--- src/rtl/simplerv_pkg.sv ---
// Shared widths and source encoding for the writeback path.
package simplerv_pkg;
  localparam int XLEN   = 32;
  localparam int REG_AW = 5;

  typedef enum logic {
    SRC_ALU = 1'b0,
    SRC_LSU = 1'b1
  } src_e;
endpackage

--- src/rtl/wb_fifo.sv ---
// Small per-source result queue; head is visible combinationally so the
// arbiter can decide and pop in the same cycle.
module wb_fifo #(
  parameter int DEPTH = 2,
  parameter int WIDTH = 37,
  localparam int PW = (DEPTH > 1) ? $clog2(DEPTH) : 1,
  localparam int CW = $clog2(DEPTH + 1)
) (
  input  logic             clk,
  input  logic             rst,
  input  logic             push,
  input  logic [WIDTH-1:0] din,
  input  logic             pop,
  output logic [WIDTH-1:0] dout,
  output logic             empty,
  output logic             full,
  output logic [CW-1:0]    count
);
  logic [WIDTH-1:0] mem_reg [DEPTH];
  logic [PW-1:0]    wr_ptr_reg;
  logic [PW-1:0]    rd_ptr_reg;
  logic [CW-1:0]    count_reg;
  logic             do_push;
  logic             do_pop;

  // A full queue refuses pushes even if it pops this cycle.
  assign do_push = push && !full;
  assign do_pop  = pop && !empty;

  always_ff @(posedge clk) begin
    if (do_push) begin
      mem_reg[wr_ptr_reg] <= din;
    end
  end

  // DEPTH is a power of two, so pointer overflow gives the modulo wrap.
  always_ff @(posedge clk) begin
    if (!rst) begin
      wr_ptr_reg <= '0;
      rd_ptr_reg <= '0;
      count_reg  <= '0;
    end else begin
      if (do_push) begin
        wr_ptr_reg <= wr_ptr_reg + PW'(1);
      end
      if (do_pop) begin
        rd_ptr_reg <= rd_ptr_reg + PW'(1);
      end
      count_reg <= count_reg + CW'(do_push) - CW'(do_pop);
    end
  end

  assign dout  = mem_reg[rd_ptr_reg];
  assign empty = (count_reg == '0);
  assign full  = (count_reg == CW'(DEPTH));
  assign count = count_reg;
endmodule

--- src/rtl/wb_arbiter.sv ---
// Writeback arbiter: queues ALU and LSU results and drives the register
// file write port round-robin, one write per cycle.
module wb_arbiter #(
  parameter int DEPTH = 2,
  parameter int XLEN  = simplerv_pkg::XLEN,
  parameter int AW    = simplerv_pkg::REG_AW
) (
  input  logic            clk,
  input  logic            rst,
  input  logic            alu_valid,
  output logic            alu_ready,
  input  logic [AW-1:0]   alu_rd,
  input  logic [XLEN-1:0] alu_data,
  input  logic            lsu_valid,
  output logic            lsu_ready,
  input  logic [AW-1:0]   lsu_rd,
  input  logic [XLEN-1:0] lsu_data,
  output logic            write_ena,
  output logic [AW-1:0]   write_reg_addr,
  output logic [XLEN-1:0] data_in,
  output logic            idle
);
  import simplerv_pkg::*;

  localparam int EW = AW + XLEN;
  localparam int CW = $clog2(DEPTH + 1);

  logic [EW-1:0]   alu_dout, lsu_dout;
  logic            alu_empty, lsu_empty;
  logic            alu_full, lsu_full;
  logic [CW-1:0]   alu_count, lsu_count;
  logic [AW-1:0]   alu_head_rd, lsu_head_rd;
  logic [XLEN-1:0] alu_head_data, lsu_head_data;
  logic            grant_alu, grant_lsu;
  src_e            last_grant_reg;

  assign alu_ready = !alu_full;
  assign lsu_ready = !lsu_full;

  wb_fifo #(.DEPTH(DEPTH), .WIDTH(EW)) u_alu_fifo (
    .clk   (clk),
    .rst   (rst),
    .push  (alu_valid && alu_ready),
    .din   ({alu_rd, alu_data}),
    .pop   (grant_alu),
    .dout  (alu_dout),
    .empty (alu_empty),
    .full  (alu_full),
    .count (alu_count)
  );

  wb_fifo #(.DEPTH(DEPTH), .WIDTH(EW)) u_lsu_fifo (
    .clk   (clk),
    .rst   (rst),
    .push  (lsu_valid && lsu_ready),
    .din   ({lsu_rd, lsu_data}),
    .pop   (grant_lsu),
    .dout  (lsu_dout),
    .empty (lsu_empty),
    .full  (lsu_full),
    .count (lsu_count)
  );

  assign {alu_head_rd, alu_head_data} = alu_dout;
  assign {lsu_head_rd, lsu_head_data} = lsu_dout;

  // Under contention the source that did not win last time goes first.
  always_comb begin
    grant_alu = !alu_empty && (lsu_empty || (last_grant_reg == SRC_LSU));
    grant_lsu = !lsu_empty && !grant_alu;
  end

  // Entries for x0 are consumed as a grant but never raise write_ena.
  always_ff @(posedge clk) begin
    if (!rst) begin
      write_ena      <= 1'b0;
      write_reg_addr <= '0;
      data_in        <= '0;
      last_grant_reg <= SRC_LSU;
    end else if (grant_alu) begin
      write_ena      <= (alu_head_rd != '0);
      write_reg_addr <= alu_head_rd;
      data_in        <= alu_head_data;
      last_grant_reg <= SRC_ALU;
    end else if (grant_lsu) begin
      write_ena      <= (lsu_head_rd != '0);
      write_reg_addr <= lsu_head_rd;
      data_in        <= lsu_head_data;
      last_grant_reg <= SRC_LSU;
    end else begin
      write_ena <= 1'b0;
    end
  end

  assign idle = (alu_count == '0) && (lsu_count == '0) && !write_ena;
endmodule

--- config.mk ---
export PLATFORM = sky130hd
export DESIGN_NAME = wb_arbiter
export DESIGN_NICKNAME = d
export VERILOG_FILES = /design/src/rtl/simplerv_pkg.sv /design/src/rtl/wb_fifo.sv /design/src/rtl/wb_arbiter.sv
export SDC_FILE = /design/constraint.sdc
export NUM_CORES = 1
export LEC_CHECK = 0
export CAP_MARGIN = 10
export CORE_ASPECT_RATIO = 0.5
export CORE_MARGIN = 2
export CORE_UTILIZATION = 50
export CTS_CLUSTER_SIZE = 20
export DETAILED_ROUTE_END_ITERATION = 7
export HOLD_SLACK_MARGIN = 0.05
export PLACE_DENSITY_LB_ADDON = 0.08
export SETUP_SLACK_MARGIN = 0.4
export SYNTH_ARGS = -nofsm -noshare
export SYNTH_HDL_FRONTEND = slang
export SYNTH_SLANG_ARGS = --single-unit
--- constraint.sdc ---
create_clock -name clk -period 6.7 [get_ports clk]
set_input_delay 1.34 -clock clk [delete_from_list [all_inputs] [get_ports clk]]
set_output_delay 1.34 -clock clk [all_outputs]
set_load 0.03 [all_outputs]
## Word-level counts from Yosys, hierarchy flattened

Memory sizes are Yosys's and may differ from the RTL's. A register that Yosys moved wholly into a read port is not among the register bits.
Cells that the tools add are included.

- Memories: 2
- Output and inout port bits: 41
- Bits in registers: 47
- Input port bits: 78
- Logic and storage cells: 60
- RAM bits: 148

- Reduce and logical (&&, ||, !) cells: 22
- Add/sub/neg operators: 8
- Multiplexer cells: 16
- Equality and inequality tests: 2

Memories:

| name | depth | bits a word | rd ports | clocked after Yosys merged registers in | write ports | RTL line | source |
|---|---|---|---|---|---|---|---|
| u_alu_fifo.mem_reg | 2 | 37 | 1 | 1 | 1 | wb_fifo.sv:19 | `logic [WIDTH-1:0] mem_reg [DEPTH];` |
| u_lsu_fifo.mem_reg | 2 | 37 | 1 | 1 | 1 | wb_fifo.sv:19 |  |

Operator list:

| cell | count |
|---|---|
| 32-bit two-way mux | 2 |
| 1-bit two-way mux | 12 |
| 1-bit logical AND | 10 |
| 5-bit two-way mux | 2 |
| 5-bit nonzero test | 2 |
| 1-bit zero test | 6 |
| 1-bit adder (second input constant) | 4 |
| 2-bit by 1-bit adder with 2-bit output | 2 |
| 2-bit == test (second input constant) | 2 |
| 2-bit zero test | 2 |
| 2-bit by 1-bit subtractor with 2-bit output | 2 |
| 2-bit nonzero test | 1 |
| 1-bit logical OR | 1 |

## Longest topological paths before layout

Gate-level depths: netlist of run 1.

- Word-level depth: 8
- Depth in mapped cells: 11
- Depth with buffers taken out: 10

## By module

From an unflattened synthesis of run 1, not the netlist that was laid out.

- Cell total of the unflattened synthesis: 510
- Area, all modules: 7811.2 um^2

Modules (own cells, without submodules):

| module | seq. area each (um^2) | cells each | instances | area each (um^2) |
|---|---|---|---|---|
| wb_fifo | 2322.2 | 142 | 2 | 3056.7 |
| wb_arbiter | 780.7 | 226 | 1 | 1697.9 |

## Worst setup path after synthesis of run 1

OpenSTA, ideal clock, no wires.

- Kind: input to register
- From: in alu_valid
- To: mem u_alu_fifo.mem_reg[0][0], enable pin
- Path buffers: 0
- Slack: 3.265 ns
- Stages: 2
- Arrival: 3.003 ns
- Setup time: 0.431 ns
- Data required time: 6.269 ns
- Cells stage by stage: nand2_1 -> nor2_1

- Cells in the longest elaborated chain, start to end: 4

RTL lines:

| element | RTL line | source |
|---|---|---|
| from (decl) | wb_arbiter.sv:10 | `input logic alu_valid,` |
| 1-bit logical AND | wb_arbiter.sv:43 | `.push (alu_valid && alu_ready),` |
| 1-bit logical AND | wb_fifo.sv:27 | `assign do_push = push && !full;` |
| 1-bit two-way mux | wb_fifo.sv:31 | `if (do_push) begin` |
| 1-bit two-way mux (implied by the code) | wb_fifo.sv:32 | `mem_reg[wr_ptr_reg] <= din;` |
| to (decl) | wb_fifo.sv:19 |  |

No other way between the ends.

## Final worst setup path of run 1

- From: reg u_alu_fifo.count_reg[1], in the netlist u_alu_fifo.count[1]
- To: out idle

- Cells in the longest elaborated chain, start to end: 3

RTL lines:

| element | RTL line | source |
|---|---|---|
| from (decl) | wb_fifo.sv:22 | `logic [CW-1:0] count_reg;` |
| from (signal assigned) | wb_fifo.sv:49 | `count_reg <= count_reg + CW'(do_push) - CW'(do_pop);` |
| 2-bit zero test | wb_arbiter.sv:95 | `assign idle = (alu_count == '0) && (lsu_count == '0) && !write_ena;` |
| 1-bit logical AND (2 in series) | wb_arbiter.sv:95 |  |
| to (decl) | wb_arbiter.sv:21 | `output logic idle` |

No other way between the ends.

==> flow_metrics.tcl, run 1 <==
set metrics [dict create \
    fin_setup_tns_ns 0 \
    ant_nets 0 \
    ir_worst_vdd_uv 232 \
    cp.buffers_inverters 2 \
    gp_congestion 0.779 \
    grt_usage_pct 18.8 \
    synth_area_leader_cell "edfxtp_1" \
    syn_area_per_cell_um2 16.0 \
    syn_nets 545 \
    hold_viol 0 \
    overflow 0 \
    vias_per_cell 5.29 \
    clock_latency_ns 0.44 \
    seq_area_um2 5430 \
    grt_pass1_wl_mm 22.3 \
    final_nets 657 \
    cts_tree "yes" \
    initial_core_util_pct 51.1 \
    routedWlPerCell_um 17.9 \
    synth_top_area_share_pct 60.1 \
    clkTransAtPathRegs_ns 0.08 \
    dp_hpwl_mm 9.24 \
    synthSimpleGateAreaFrac_pct 6.29 \
    synth_common_cells "edfxtp_1, mux2i_1, dfxtp_1" \
    crit_slowest_cell "clkdlybuf4s50_1" \
    async_reset_ff_share_pct 0 \
    netlist_area_um2 7400 \
    muxShareOfSynthArea_pct 9.88 \
    maxSlewViolCount 0 \
    worstHoldPathType "reg2reg" \
    drt_iter0_markers 289 \
    ys_ff_latch 197 \
    synth-xor-area-share_pct 0.829 \
    fin_crit_ns 3.67 \
    synth_top_family_by_area "multiplexers" \
    ctsHoldBuffers 0 \
    drc 0 \
    arrival_ns 2.33 \
    synth-compound-area-share_pct 6.68 \
    rows 31 \
    synthCells 463 \
    antenna_found_initial 0 \
    synth_edf_count 148 \
    clockRootBuffer "clkbuf_16" \
    drive_above_1_share_pct 7.82 \
    critPathLaunchType "flop" \
    drt-total-wl_mm 14.0 \
    fmax_ghz 0.272 \
    die_h_um 90.0 \
    crit_type "reg2out" \
    cpPeakStageDelay_ns 0.62 \
    cts_made_buffers 17 \
    synth-main-ff-cell "edfxtp_1" \
    grt_setup_unrepaired "false" \
    setup_viol 0 \
    grt_max_degree 76 \
    clock_skew_ns 0.0124 \
    ys_seq_area_share_pct 73.3 \
    multiInputGateArea_um2 1830 \
    yosysWarnings 0 \
    worst_pin_slew_ns 1.13 \
    numPortBuffers 118 \
    clock_sinks 197 \
    required_ns 5.36 \
    crit_path_cell_trace "nor2_1, nand2_2, buf_4, nor2_1, clkdlybuf4s50_1" \
    critPathMostFrequentCell "nor2_1" \
    grt_pass1_vias 4258 \
    placedCellCount 754 \
    h-tree-depth 4 \
    post_cts_buffers 0 \
    finalCritPeriodShare_pct 54.8 \
    cp_max_fo 75 \
    synthAdderAreaFrac_pct 0.677 \
    ios 119 \
    area_growth_pct 26.3 \
    crit_family "buffers and inverters" \
    yosys.cell_count.top_type "edfxtp_1" \
    clock_path_buffers 2 \
    vias 4161 \
    cp-end-kind "primary output" \
    max-cap-violations 0 \
    die_area_um2 15800 \
    yosys-top-cells-area "edfxtp_1, dfxtp_1, mux2i_1" \
    fill_cells 1073 \
    drtPass1Iterations 4 \
    layout.cells.non_filler 786 \
    worst_slack_ns 3.03 \
    die-width_um 176 \
    synth_cell_types 28 \
    power_density_nw_per_um2 440 \
    status "finished, final reports clean" \
    leakagePower_nw 3.19 \
    relSlewSlack_pct 24.4 \
    ctsResizeCount 0 \
    dp_slack_ns 3.42 \
    antenna_cells 0 \
    core-area_um2 14500 \
]
-- final timing paths --
kind	startpoint	endpoint	slack [ns]	cells after the start
max	u_alu_fifo.count[1]	idle	3.03	5
min	u_lsu_fifo.rd_ptr_reg	flop	0.52	2
max reg2reg	u_lsu_fifo.count[1]	u_lsu_fifo.count[1]	4.02	11
min reg2reg	u_lsu_fifo.rd_ptr_reg	flop	0.52	2
-- cells in the final DEF, fill, tap and decap left out, types with 4 or more instances in the layout --
cell type and n:
ha_1 4, inv_8 5, xnor2_1 7, dfxtp_1 47
inv_1 6, clkbuf_16 17, and2_1 8, buf_4 4
nand3_1 37, mux2i_1 73, nand2_1 40, o2111a_1 37
edfxtp_1 148, clkdlybuf4s50_1 117
-- routing by layer --
| layer | global-route usage (%) | part of all wire (%) | up-vias |
|---|---|---|---|
| met5 | 0 | 0 | - |
| met4 | 5.99 | 1.3 | 0 |
| met3 | 5.08 | 4.0 | 18 |
| met2 | 31.5 | 50 | 101 |
| met1 | 24.0 | 44 | 2027 |
| li1 | - | - | 2015 |
-- tightest hold or removal path, delay by kind of cell, from the launching register on --
family / cells / cell delay, ns
flops: 1 / 0.31
compound gates: 2 / 0.16
-- through the flow --
| step | power, mW | util, % | area [um2] | hold WS (ns) |
|---|---|---|---|---|
| after floorplan | 2.68 | - | 7400 | 0.478 |
| after global placement | 3.11 | 60.4 | 8740 | 0.497 |
| after detailed placement | 3.13 | 60.4 | 8740 | 0.501 |
| after CTS | 4.15 | 64.6 | 9340 | 0.512 |
| after global routing | 4.34 | 64.6 | 9340 | 0.542 |
| final | 4.11 | 64.6 | 9340 | 0.515 |
-- power breakdown --
part | switching, mW | total, mW | internal [mW]
logic | 0.779 | 1.34 | 0.565
clock network | 0.492 | 1.03 | 0.538
registers | 0.155 | 1.74 | 1.58
total | 1.43 | 4.11 | 2.69
-- cells by family (layout without fill, tap and decap cells) --
kind of cell / after synthesis / in the layout
xor+xnor: 7 / 7
compound gates: 47 / 47
flops: 197 / 197
buf+inv: 36 / 161
fa+ha+maj: 4 / 4
mux: 73 / 73
simple gates: 99 / 99
-- cell type report --
| cell class | count | area share [%] |
|---|---|---|
| clock buffers | 17 | 4.55 |
| multi-input cells | 230 | 19.6 |
| repair buffers | 122 | 12.9 |
| inverters | 7 | 0.281 |
| clock inverters | 15 | 1.94 |
| well taps | 198 | 2.65 |
| flip-flops and latches | 197 | 58.1 |
(Power assumes the default switching activity.)
==> run 2, diff against run 1 <==
clock period = 3.5 ns   (was 6.7 ns; I/O delays follow)
==> flow_metrics.tcl, run 2 (synthesis results as in run 1) <==
set metrics [dict create \
    clkTransAtPathRegs_ns 0.08 \
    clock_skew_ns 0.0139 \
    post_cts_buffers 0 \
    grt_max_degree 75 \
    crit_path_cell_trace "nor2_4, nand2_2, nor2_1, clkdlybuf4s50_1" \
    placedCellCount 758 \
    gp_congestion 0.747 \
    cts_tree "yes" \
    dp_slack_ns 1.06 \
    crit_slowest_cell "clkdlybuf4s50_1" \
    hold_viol 0 \
    ant_nets 0 \
    cp_max_fo 7 \
    fmax_ghz 0.390 \
    dp_hpwl_mm 9.19 \
    drive_above_1_share_pct 8.11 \
    arrival_ns 1.86 \
    required_ns 2.80 \
    cpPeakStageDelay_ns 0.67 \
    grt_usage_pct 17.9 \
    crit_type "reg2out" \
    clock_sinks 197 \
    status "finished, final reports clean" \
    grt_pass1_vias 4126 \
    grt_pass1_wl_mm 21.3 \
    h-tree-depth 4 \
    critPathLaunchType "flop" \
    rows 31 \
    ios 119 \
    drtPass1Iterations 4 \
    fin_crit_ns 2.56 \
    hold_ws_ns 0.520 \
    cts_made_buffers 17 \
    initial_core_util_pct 51.1 \
    die_area_um2 15800 \
    setup_viol 0 \
    final_cell_mix "edfxtp_1, clkdlybuf4s50_1, mux2i_1, dfxtp_1, nand2_1" \
    routedWlPerCell_um 17.8 \
    fill_cells 1066 \
    clock_path_buffers 2 \
    die-width_um 176 \
    vias 4194 \
    layout.cells.non_filler 790 \
    ir_worst_vdd_uv 450 \
    layout_commonest_cell "edfxtp_1" \
    leakagePower_nw 3.18 \
    drc 0 \
    power_density_nw_per_um2 831 \
    fin_setup_tns_ns 0 \
    die_h_um 90.0 \
    ctsResizeCount 0 \
    numPortBuffers 118 \
    antenna_found_initial 0 \
    area_growth_pct 26.0 \
    clockRootBuffer "clkbuf_16" \
    grt_setup_unrepaired "false" \
    worst_slack_ns 0.935 \
    ctsHoldBuffers 0 \
    final_nets 661 \
    worstHoldPathType "reg2reg" \
    power_mw 7.75 \
    antenna_cells 0 \
    vias_per_cell 5.31 \
    drt-total-wl_mm 14.0 \
    overflow 0 \
    max-cap-violations 0 \
    relSlewSlack_pct 31.7 \
    worst_pin_slew_ns 1.02 \
    maxSlewViolCount 0 \
    clock_latency_ns 0.42 \
    drt_iter0_markers 236 \
    cp-end-kind "primary output" \
    core-area_um2 14500 \
    finalCritPeriodShare_pct 73.3 \
]
run 2: changes by cell type in the layout (fill, tap and decap cells not counted), sizes merged:
cell    previous run  this run
buf                5         9
bufinv             1         0
clkbuf            17        20
clkinv             5         6
inv               15        12
run 2: layout make-up:
class                           count  area (um2)  share of cell area (%)
Tap cell                          198         248                    2.66
Clock buffer                       20         437                    4.69
Inverter                            7        26.3                   0.282
Clock inverter                     12         116                    1.25
Sequential cell                   197        5430                    58.2
Multi-Input combinational cell    230        1830                    19.6
Timing Repair Buffer              126        1240                    13.3
run 2: power by group:
| part | internal, mW | switching (mW) | leakage, nW |
|---|---|---|---|
| clock network | 0.939 | 0.882 | 0.266 |
| logic | 1.10 | 1.43 | 1.12 |
| registers | 3.03 | 0.361 | 1.79 |
| total | 5.07 | 2.68 | 3.18 |
run 2: stage by stage:
stage	utilization (%)	instance area, um2
2_1_floorplan	-	7400
3_3_place_gp	60.6	8770
3_5_place_dp	60.6	8770
4_1_cts	64.4	9320
5_1_grt	64.4	9320
6_report	64.4	9320
run 2: final timing paths:
path	start	end	slack [ns]	cells past startpoint
setup / recovery	u_lsu_fifo.count[1]	idle	0.94	4
hold / removal	u_lsu_fifo.rd_ptr_reg	u_lsu_fifo.rd_ptr_reg	0.52	2
setup reg to reg	u_lsu_fifo.count[1]	u_alu_fifo.count[1]	1.38	10
hold reg to reg	u_lsu_fifo.rd_ptr_reg	u_lsu_fifo.rd_ptr_reg	0.52	2
run 2: critical path: cells and delay by family (launching register included):
kind	cells	cell delay, ns
buffers and inverters	1	0.67
DFF	1	0.36
and+or+nand+nor	3	0.40
run 2: layer usage:
| layer | wire length (um) | GRT usage [%] | up-vias |
|---|---|---|---|
| met1 | 6300 | 22.8 | 2074 |
| li1 | - | - | 2012 |
| met5 | 0 | 0 | - |
| met4 | 102 | 5.17 | 0 |
| met3 | 593 | 4.10 | 12 |
| met2 | 7030 | 31.0 | 96 |
==> run 3, diff against run 2 <==
clock period = 2.55 ns   (was 3.5 ns; I/O delays follow)
==> flow_metrics.tcl, run 3 (synthesis results as in run 1) <==
set metrics [dict create \
    post_cts_buffers 0 \
    setup_viol 0 \
    drive_above_1_share_pct 9.20 \
    die_area_um2 15800 \
    cts_tree "yes" \
    die-width_um 176 \
    drtPass1Iterations 4 \
    antenna_cells 0 \
    ios 119 \
    initial_core_util_pct 51.1 \
    post-route-util_pct 65.2 \
    dp_hpwl_mm 9.53 \
    final_nets 667 \
    worstHoldPathType "reg2reg" \
    vias 4256 \
    final_cell_mix "edfxtp_1, clkdlybuf4s50_1, mux2i_1, dfxtp_1, nand2_1" \
    dpl_cell_area_um2 8860 \
    worst_pin_slew_ns 0.821 \
    area_growth_pct 27.6 \
    fin_crit_ns 2.03 \
    ir_worst_vdd_uv 606 \
    core-area_um2 14500 \
    finalCritPeriodShare_pct 79.4 \
    grt_setup_unrepaired "false" \
    h-tree-depth 4 \
    antenna_found_initial 0 \
    fin_setup_tns_ns 0 \
    r2r_cells 10 \
    crit_slowest_cell "clkdlybuf4s50_1" \
    clock_latency_ns 0.42 \
    clock_skew_ns 0.00884 \
    cp_num_cells 1 \
    crit_family "buffers and inverters" \
    power_density_nw_per_um2 1150 \
    gp_congestion 0.765 \
    layout_commonest_cell "edfxtp_1" \
    clock_path_buffers 2 \
    hold_viol 0 \
    vias_per_cell 5.35 \
    clkTransAtPathRegs_ns 0.06 \
    cp_max_fo 2 \
    clockRootBuffer "clkbuf_16" \
    ant_nets 0 \
    grt_pass1_vias 4332 \
    maxSlewViolCount 0 \
    crit_path_cell_trace "clkdlybuf4s50_1" \
    fmax_ghz 0.494 \
    status "finished, final reports clean" \
    timing.rr.start "u_lsu_fifo.count[1]" \
    reg2reg_slack_ns 0.61 \
    grt_usage_pct 19.3 \
    reg2reg_to "u_lsu_fifo.count[1]" \
    hold_depth 2 \
    drt-total-wl_mm 14.8 \
    min_from "u_lsu_fifo.rd_ptr_reg" \
    cpPeakStageDelay_ns 0.70 \
    clock_sinks 197 \
    critPathLaunchType "flop" \
    overflow 0 \
    cp-end-kind "primary output" \
    drc 0 \
    required_ns 2.04 \
    rows 31 \
    numPortBuffers 118 \
    leakagePower_nw 3.22 \
    cp.buffers_inverters 1 \
    max-cap-violations 0 \
    relSlewSlack_pct 45.3 \
    drt_iter0_markers 198 \
    design_area_um2 9440 \
    crit_type "reg2out" \
    die_h_um 90.0 \
    routedWlPerCell_um 18.5 \
    cts_made_buffers 17 \
    grt_pass1_wl_mm 22.8 \
    grt_max_degree 75 \
    arrival_ns 1.52 \
]
run 3: cell types whose count changed in the layout (fill, tap and decap cells not counted), sizes merged, moves of 2 or more:
| cell | delta |
|---|---|
| bufinv | +2 |
| clkinvlp | +4 |
| clkdlybuf4s50 | -3 |
| dlygate4sd2 | +2 |
| clkinv | -5 |
| buf | +6 |
run 3: metal layers:
layer	vias up	share of wire, %	GRT usage, %
met2	91	50	32.9
li1	2039	-	-
met5	-	0	0
met1	2112	45	24.7
met4	0	1.1	5.30
met3	14	4.2	4.78
run 3: layout make-up:
cell class	instances	area, um2
sequential	197	5430
fill	1068	5030
multi-input combinational	230	1830
timing repair buffer	132	1320
clock buffer	20	437
tap	198	248
clock inverter	12	146
inverter	7	26.3
run 3: stage by stage:
stage | hold WS [ns] | cells | total power, mW | worst slack, ns
3_5_place_dp | 0.497 | 764 | 8.38 | 0.563
4_1_cts | 0.523 | 796 | 11.0 | 0.436
6_report | 0.518 | 796 | 10.9 | 0.524
2_1_floorplan | 0.478 | 463 | 7.04 | 0.434
3_3_place_gp | 0.484 | 764 | 8.31 | 0.567
5_1_grt | 0.562 | 796 | 11.4 | 0.416
run 3: worst max path at each step:
| stage | startpoint | end | slack (ns) |
|---|---|---|---|
| finish | data_in[11] | data_in[11] | 0.52 |
| detailed placement | lsu_valid | u_lsu_fifo.mem_reg[0][14] | 0.56 |
| global placement | lsu_valid | u_lsu_fifo.mem_reg[0][19] | 0.57 |
| CTS | u_lsu_fifo.count[1] | idle | 0.44 |
| floorplan | u_lsu_fifo.count[0] | u_lsu_fifo.mem_reg[1][0] | 0.43 |
| global route | u_lsu_fifo.count[1] | u_lsu_fifo.count[1] | 0.42 |
run 3: power by group:
group          total (mW)  internal (mW)  switching [mW]
sequential           4.57           4.15           0.416
combinational        3.69           1.55            2.14
clock                2.63           1.47            1.17
run 3: timing repair:
action	CTS	global route
gates cloned	0	0
endpoints found under the setup margin	3	1
hold endpoints to repair	0	0
resized for setup	3	2
hold buffers	0	0
